===== src/rtl/if_stage_if.sv =====
// if_stage_pkg / if_stage_if: IF/ID bundle type and the fetch-stage bus.
// Ports (master = if_stage): imem request/response, redirect, id handshake.
package if_stage_pkg;
    typedef struct packed {
        logic [31:0] ir;
        logic [31:0] ia_plus_4;
    } id_params_t;
endpackage

interface if_stage_if;
    import if_stage_pkg::*;

    logic        imem_req_valid;
    logic        imem_req_ready;
    logic [31:0] imem_req_addr;
    logic        imem_rsp_valid;
    logic [31:0] imem_rsp_data;
    logic        redirect_valid;
    logic [31:0] redirect_target;
    logic        id_valid;
    logic        id_ready;
    id_params_t  id_params;

    modport master (
        output imem_req_valid, imem_req_addr, id_valid, id_params,
        input  imem_req_ready, imem_rsp_valid, imem_rsp_data,
        input  redirect_valid, redirect_target, id_ready
    );

    modport slave (
        input  imem_req_valid, imem_req_addr, id_valid, id_params,
        output imem_req_ready, imem_rsp_valid, imem_rsp_data,
        output redirect_valid, redirect_target, id_ready
    );
endinterface


===== src/rtl/if_stage.sv =====
// if_stage: instruction fetch with credit-based imem requests and IF/ID queue.
// Ports: clk, rst (sync, active-high), bus (if_stage_if.master).
module if_stage #(
    parameter logic [31:0] RESET_ADDR      = 32'h0000_0000,
    parameter int          QUEUE_DEPTH     = 2,
    parameter int          MAX_OUTSTANDING = 2
) (
    input logic        clk,
    input logic        rst,
    if_stage_if.master bus
);
    import if_stage_pkg::*;

    localparam int CW = $clog2(MAX_OUTSTANDING + QUEUE_DEPTH + 1);
    localparam int QW = $clog2(QUEUE_DEPTH);
    localparam int RW = (MAX_OUTSTANDING > 1) ? $clog2(MAX_OUTSTANDING) : 1;

    logic [31:0]   r_ia;
    logic [31:0]   r_req_ia [MAX_OUTSTANDING];
    logic [RW-1:0] r_rh;
    logic [RW-1:0] r_rt;
    logic [CW-1:0] r_live;
    logic [CW-1:0] r_drop;
    logic [CW-1:0] r_qcnt;
    id_params_t    r_q [QUEUE_DEPTH];
    logic [QW-1:0] r_qh;
    logic [QW-1:0] r_qt;

    logic          w_credit;
    logic          w_fire;
    logic          w_push;
    logic          w_pop;
    logic [CW-1:0] w_inflight;
    logic [CW-1:0] w_claimed;

    function automatic logic [RW-1:0] rinc(input logic [RW-1:0] p);
        return (p == RW'(MAX_OUTSTANDING - 1)) ? '0 : p + RW'(1);
    endfunction

    // Each live request holds a reserved queue slot, so pushes never overflow.
    assign w_inflight = r_live + r_drop;
    assign w_claimed  = r_live + r_qcnt;
    assign w_credit   = (w_inflight < CW'(MAX_OUTSTANDING)) &&
                        (w_claimed < CW'(QUEUE_DEPTH));

    assign bus.imem_req_valid = !rst && !bus.redirect_valid && w_credit;
    assign bus.imem_req_addr  = r_ia;
    assign w_fire = bus.imem_req_valid && bus.imem_req_ready;

    // Responses owed to pre-redirect requests are consumed by r_drop first.
    assign w_push = !rst && !bus.redirect_valid &&
                    bus.imem_rsp_valid && (r_drop == '0);
    assign w_pop  = (r_qcnt != '0) && bus.id_ready;

    assign bus.id_valid  = (r_qcnt != '0);
    assign bus.id_params = r_q[r_qh];

    always_ff @(posedge clk) begin
        if (rst) begin
            r_ia   <= RESET_ADDR;
            r_rh   <= '0;
            r_rt   <= '0;
            r_live <= '0;
            r_drop <= '0;
            r_qcnt <= '0;
            r_qh   <= '0;
            r_qt   <= '0;
        end else if (bus.redirect_valid) begin
            r_ia   <= bus.redirect_target & ~32'h3;
            r_rh   <= '0;
            r_rt   <= '0;
            r_qh   <= '0;
            r_qt   <= '0;
            r_qcnt <= '0;
            r_live <= '0;
            // Every outstanding request becomes stale; this cycle's
            // response (live or stale) is already retired.
            r_drop <= r_drop + r_live - CW'(bus.imem_rsp_valid);
        end else begin
            if (w_fire) begin
                r_ia <= r_ia + 32'd4;
                r_rt <= rinc(r_rt);
            end
            if (w_push) begin
                r_rh <= rinc(r_rh);
                r_qt <= r_qt + QW'(1);
            end
            if (bus.imem_rsp_valid && (r_drop != '0)) begin
                r_drop <= r_drop - CW'(1);
            end
            if (w_pop) begin
                r_qh <= r_qh + QW'(1);
            end
            r_live <= r_live + CW'(w_fire) - CW'(w_push);
            r_qcnt <= r_qcnt + CW'(w_push) - CW'(w_pop);
        end
    end

    always_ff @(posedge clk) begin
        if (w_fire) begin
            r_req_ia[r_rt] <= r_ia;
        end
        if (w_push) begin
            r_q[r_qt] <= '{ir: bus.imem_rsp_data,
                           ia_plus_4: r_req_ia[r_rh] + 32'd4};
        end
    end

    always_ff @(posedge clk) begin
        if (!rst) begin
            assert (!(bus.imem_rsp_valid && (w_inflight == '0)));
            assert (r_qcnt <= CW'(QUEUE_DEPTH));
        end
    end
endmodule


===== src/flat_wrapper.sv =====
// flat-port wrapper written by rule: the top's interface ports become plain ports
module if_stage_flat import if_stage_pkg::*;
#(
    parameter logic [31:0] RESET_ADDR      = 32'h0000_0000,
    parameter int          QUEUE_DEPTH     = 2,
    parameter int          MAX_OUTSTANDING = 2
)
  (clk, rst, bus_imem_req_valid, bus_imem_req_addr, bus_id_valid, bus_id_params, bus_imem_req_ready, bus_imem_rsp_valid, bus_imem_rsp_data, bus_redirect_valid, bus_redirect_target, bus_id_ready);
  if_stage_if bus_i ();
  input logic clk;
  input logic rst;
  output wire logic [$bits(bus_i.imem_req_valid)-1:0] bus_imem_req_valid;
  output wire logic [$bits(bus_i.imem_req_addr)-1:0] bus_imem_req_addr;
  output wire logic [$bits(bus_i.id_valid)-1:0] bus_id_valid;
  output wire logic [$bits(bus_i.id_params)-1:0] bus_id_params;
  input wire logic [$bits(bus_i.imem_req_ready)-1:0] bus_imem_req_ready;
  input wire logic [$bits(bus_i.imem_rsp_valid)-1:0] bus_imem_rsp_valid;
  input wire logic [$bits(bus_i.imem_rsp_data)-1:0] bus_imem_rsp_data;
  input wire logic [$bits(bus_i.redirect_valid)-1:0] bus_redirect_valid;
  input wire logic [$bits(bus_i.redirect_target)-1:0] bus_redirect_target;
  input wire logic [$bits(bus_i.id_ready)-1:0] bus_id_ready;
  assign bus_imem_req_valid = bus_i.imem_req_valid;
  assign bus_imem_req_addr = bus_i.imem_req_addr;
  assign bus_id_valid = bus_i.id_valid;
  assign bus_id_params = bus_i.id_params;
  assign bus_i.imem_req_ready = bus_imem_req_ready;
  assign bus_i.imem_rsp_valid = bus_imem_rsp_valid;
  assign bus_i.imem_rsp_data = bus_imem_rsp_data;
  assign bus_i.redirect_valid = bus_redirect_valid;
  assign bus_i.redirect_target = bus_redirect_target;
  assign bus_i.id_ready = bus_id_ready;
  if_stage #(.RESET_ADDR(RESET_ADDR), .QUEUE_DEPTH(QUEUE_DEPTH), .MAX_OUTSTANDING(MAX_OUTSTANDING)) u_core (.clk(clk), .rst(rst), .bus(bus_i));
endmodule

===== config.mk =====
export PLATFORM = sky130hd
export DESIGN_NAME = if_stage_flat
export DESIGN_NICKNAME = d
export VERILOG_FILES = /design/src/rtl/if_stage_if.sv /design/src/rtl/if_stage.sv /design/src/flat_wrapper.sv
export SDC_FILE = /design/constraint.sdc
export NUM_CORES = 1
export LEC_CHECK = 0
export CELL_PAD_IN_SITES_DETAIL_PLACEMENT = 1
export CELL_PAD_IN_SITES_GLOBAL_PLACEMENT = 1
export CORE_ASPECT_RATIO = 0.7
export CORE_MARGIN = 2
export CORE_UTILIZATION = 40
export CTS_CLUSTER_DIAMETER = 40
export CTS_CLUSTER_SIZE = 10
export DETAILED_ROUTE_END_ITERATION = 8
export PLACE_DENSITY = 0.81
export SLEW_MARGIN = 25
export SYNTH_ARGS = -nofsm -noshare
export SYNTH_HDL_FRONTEND = slang
export SYNTH_SLANG_ARGS = --single-unit

===== constraint.sdc =====
create_clock -name clk -period 20.6 [get_ports clk]
set_clock_uncertainty 0.1 [all_clocks]
set_input_delay 3.09 -clock clk [delete_from_list [all_inputs] [get_ports clk]]
set_output_delay 3.09 -clock clk [all_outputs]
set_load 0.1 [all_outputs]

# Word-level counts from Yosys, hierarchy flattened
# Memory sizes are Yosys's and may differ from the RTL's. A register that Yosys moved wholly into a read port is not among the register bits.
# Cells that the tools add are included.
[classes] add_sub_neg=14 n_lt_le_gt_ge=2 mux=14 reduce_logical=16
[op_table] op="adder 32 x 3 -> 32 bit (second input constant)" n=2
[op_table] op="2-to-1 mux 32 bit" n=2
[op_table] op="2-to-1 mux 1 bit" n=10
[op_table] op="subtractor 3 x 1 -> 3 bit" n=3
[op_table] op="logical AND 1 bit" n=8
[op_table] op="adder 3 x 1 -> 3 bit" n=2
[op_table] op="adder 3 bit" n=2
[op_table] op="< comparator 3 x 2 -> 1 bit (second input constant)" n=2
[op_table] op="2-to-1 mux 3 bit" n=2
[op_table] op="nonzero test 3 bit" n=2
[op_table] op="adder 1 bit (second input constant)" n=4
[op_table] op="nonzero test 2 bit" n=2
[op_table] op="zero test 3 bit" n=1
[op_table] op="subtractor 3 x 1 -> 3 bit (second input constant)" n=1
[op_table] op="zero test 1 bit" n=2
[op_table] op="OR reduction 2 bit" n=1
[totals] regBits=45 ramBits=192 inputBits=70 output_inout_bits=98 word_cells=57 memories=2
[memory_table] name="u_core.r_q" depth=2 word_bits=64 rd=1 rd_ports_with_merged_regs=1 wr=1 line_no="if_stage.sv:25" text="id_params_t r_q [QUEUE_DEPTH];"
[memory_table] name="u_core.r_req_ia" depth=2 word_bits=32 rd=1 rd_ports_with_merged_regs=1 wr=1 line_no="if_stage.sv:19" text="logic [31:0] r_req_ia [MAX_OUTSTANDING];"

# Logic depth before layout (Yosys ltp)
[logic_depth] word_depth=7 depth_mapped=14 depth_no_buf=13

# Worst setup path before layout
# No wires, ideal clock.
[synth_path] path_kind="input -> register" from="in rst" to="mem u_core.r_q[0][10] in the netlist's numbering, enable pin" setup_time_ns=0.558 t_arrival_ns=8.094 required_ns=19.942 slack_ns=11.848 stages=4 n_path_buf=2 cell_sequence="clkbuf_1 or2_2 clkbuf_1 nor3_1"
[synth_via] elab_chain_len=6
[synth_lines] element="from (decl)" line_no="flat_wrapper.sv:11" text="input logic rst;"
[synth_lines] element="zero test 1 bit" line_no="if_stage.sv:51" text="assign w_push = !rst && !bus.redirect_valid &&"
[synth_lines] element="logical AND 1 bit (2 in a row)" line_no="if_stage.sv:51"
[synth_lines] element="logical AND 1 bit" line_no="if_stage.sv:52" text="bus.imem_rsp_valid && (r_drop == '0);"
[synth_lines] element="2-to-1 mux 1 bit" line_no="if_stage.sv:103" text="if (w_push) begin"
[synth_lines] element="2-to-1 mux 1 bit (not written as such)" line_no="if_stage.sv:104" text="r_q[r_qt] <= '{ir: bus.imem_rsp_data,"
[synth_lines] element="to (decl)" line_no="if_stage.sv:25"
# No other way between the ends.

# Worst setup path after layout
[layout_path] from="in rst" to="out bus_imem_req_valid"
[layout_via] elab_chain_len=3
[layout_lines] element="zero test 1 bit" line_no="if_stage.sv:46" text="assign bus.imem_req_valid = !rst && !bus.redirect_valid && w_credit;"
[layout_lines] element="logical AND 1 bit (2 in a row)" line_no="if_stage.sv:46"
[layout_lines] element="to (decl)" line_no="flat_wrapper.sv:12" text="output wire logic [$bits(bus_i.imem_req_valid)-1:0] bus_imem_req_valid;"
# No other way between the ends.

==> impl_metrics.json <==
{
  "ant_nets": 0,
  "reg2regPathDepth": 13,
  "finalCritPeriodShare_pct": 44.9,
  "cts_buffer_depth": 3,
  "timing.rr.start": "u_core.r_live[0]$_SDFF_PP0_",
  "syn_area_per_cell_um2": 13.9,
  "clkSlewWorstSetupHoldPaths_ps": 50,
  "fin_crit_ps": 9250,
  "required_ps": 17410,
  "grt_pass1_vias": 6453,
  "die-area_um2": 25900,
  "antenna_cells": 0,
  "synth_cells": 710,
  "drc_errors": 0,
  "synthAdderAreaFrac_pct": 2.21,
  "post-cts-setup-buffers": 0,
  "layout_commonest_cell": "edfxtp_1",
  "ys_seq_area_share_pct": 65.2,
  "rsz0062_at_grt": "no",
  "drive_gt1_share_pct": 14.3,
  "post-route-util_pct": 52.1,
  "synth-edff-count": 184,
  "holdCritStartpoint": "u_core.r_qh$_SDFFE_PP0P_",
  "synth_xor_area_share_pct": 4.64,
  "fin_tns_setup_ps": 0,
  "ys.flop_type": "edfxtp_1",
  "hpwlAfterDp_um": 15700,
  "power_mw": 1.20,
  "layout.cells.non_filler": 1223,
  "insertion_delay_ps": 540,
  "grt_max_degree": 63,
  "cts.repair.resized": 0,
  "num_io_pins": 168,
  "endpoint_kind": "output pin",
  "layout_common_cells": "edfxtp_1 (184), clkdlybuf4s50_1 (161), mux2_2 (66), nand2_1 (43), dfxtp_1 (43)",
  "avgRoutedWirePerCell_um": 18.8,
  "hold_class": "flip-flop to flip-flop",
  "drtIter0Drc": 353,
  "drtPass1Iterations": 5,
  "h-tree-depth": 1,
  "cap_violations": 0,
  "setup_ws_ps": 11350,
  "whs_ps": 427,
  "num_rows": 48,
  "start_util_pct": 40.3,
  "syn_area_um2": 9850,
  "n_fill_cell": 2450,
  "async_flop_share_pct": 0,
  "grt_pass1_wl_um": 35900,
  "ys_ff_latch": 229,
  "ys_types": 53,
  "final_area_um2": 12700,
  "core_um2": 24400,
  "fin_nets": 967,
  "slew_violations": 0,
  "worst_pin_slew_ps": 1100,
  "path_class": "primary input to output pin",
  "ctsHoldBuffers": 0,
  "hold-path-cell-count": 2,
  "pwr_density_cell_nw_per_um2": 93.9,
  "area_delta_synth_final_pct": 29.2,
  "synthMuxAreaShare_pct": 9.98,
  "yosys.area_share.simple_pct": 9.88,
  "synth_top_family_by_area": "multiplexers",
  "yosys_warnings": 0,
  "relSlewSlack_pct": 26.8,
  "cts_buffers": 30,
  "antenna_found_initial": 0,
  "grt.total_usage_pct": 17.7,
  "place_congestion": 0.789,
  "fmax_ghz": 0.108,
  "multi_input_area_um2": 3210,
  "leakagePower_nw": 4.17,
  "synth_compound_area_share_pct": 5.65,
  "die_y_um": 135,
  "peakVddDrop_mv": 0.0655,
  "routed_via_density": 5.18,
  "dp_slack_ps": 11380,
  "cp_data_arrival_time_ps": 6060,
  "startpoint_type": "primary input",
  "finalSetupViolations": 0,
  "cts_tree": "yes",
  "place_area_um2": 11800,
  "portBuffers": 161,
  "rrSetupSlack_ps": 16890,
  "ff_latch_area_um2": 6430,
  "routed_wl_um": 23000,
  "dieWidth_um": 192,
  "final_hold_viol_count": 0,
  "grt_overflow": 0,
  "rr_endpoint": "u_core.r_live[2]$_SDFF_PP0_",
  "cp_max_fo": 35,
  "cts_sinks": 229,
  "vias": 6339,
  "post-place-cells": 1175,
  "root_buffer": "clkbuf_16",
  "status": "finished clean"
}
==> flip-flops by register name (all words and copies together), names as in the netlist, named ones only <==
signal,flops
u_core.r_q,124
u_core.r_qh,1
u_core.r_live,3
u_core.r_rt,1
u_core.r_req_ia,60
u_core.r_qt,1
u_core.r_drop,3
u_core.bus.imem_req_addr,30
u_core.r_rh,1
u_core.r_qcnt,3
==> worst max path at each step <==
stage / startpoint / to / slack (ps) / depth (start not counted)
finish: rst / bus_imem_req_valid / 11350 / 5
global route: rst / bus_imem_req_valid / 11240 / 5
CTS: rst / bus_imem_req_valid / 11360 / 5
detailed placement: rst / bus_imem_req_valid / 11380 / 5
global placement: rst / bus_imem_req_valid / 11350 / 5
floorplan: rst / u_core.r_q[0][10]$_DFFE_PP_ / 11850 / 4
==> Yosys cell counts (10+ instances only) <==
library cell | count | area share (%)
nor2_1 | 39 | 1.5
xor2_1 | 24 | 2.1
nand3_1 | 23 | 1.2
nand4_1 | 10 | 0.64
inv_1 | 18 | 0.69
o21ai_0 | 10 | 0.51
clkbuf_1 | 20 | 0.76
ha_1 | 11 | 1.4
nor3_1 | 18 | 0.91
mux2_2 | 66 | 7.5
xnor2_1 | 23 | 2.0
a21oi_1 | 33 | 1.7
a31oi_1 | 10 | 0.64
nand2_1 | 43 | 1.6
mux2i_1 | 24 | 2.4
edfxtp_1 | 184 | 56
dfxtp_1 | 45 | 9.1
==> worst max-delay path: stages <==
cell and delay [ps]:
clkdlybuf4s50_1 390, buf_4 250, or2_2 470, nor4_4 590, clkdlybuf4s50_1 1250
==> cell type report <==
class                           count  area share, %
Clock buffer                       38           6.30
Timing Repair Buffer              170           13.2
Multi-Input combinational cell    432           25.2
Inverter                           19          0.570
Sequential cell                   229           50.5
Clock inverter                     10           1.04
Tap cell                          325           3.19
==> per-layer routing <==
layer | routed length [µm] | part of all wire [%] | track usage (%) | vias up
li1 | - | - | - | 2991
met1 | 11600 | 50 | 27.0 | 3101
met2 | 9510 | 41 | 25.4 | 215
met3 | 1460 | 6.3 | 3.94 | 32
met4 | 429 | 1.9 | 4.62 | 0
met5 | 0 | 0 | 0 | -
==> cells by family (layout without fill, tap and decap cells) <==
group | after synthesis | count (layout)
AOI/OAI and AO/OA | 88 | 88
xor gates and xnor gates | 49 | 49
adders and majority gates | 15 | 15
buffers and inverters | 52 | 237
DFF | 229 | 229
muxes | 90 | 90
other | 1 | 4
and+or+nand+nor | 186 | 186
==> where the power goes <==
part | switching [mW] | total, mW | internal, mW
combinational | 0.122 | 0.175 | 0.0533
sequential | 0.0134 | 0.532 | 0.518
clock | 0.180 | 0.488 | 0.308
Power figures use the tool's default switching activity.
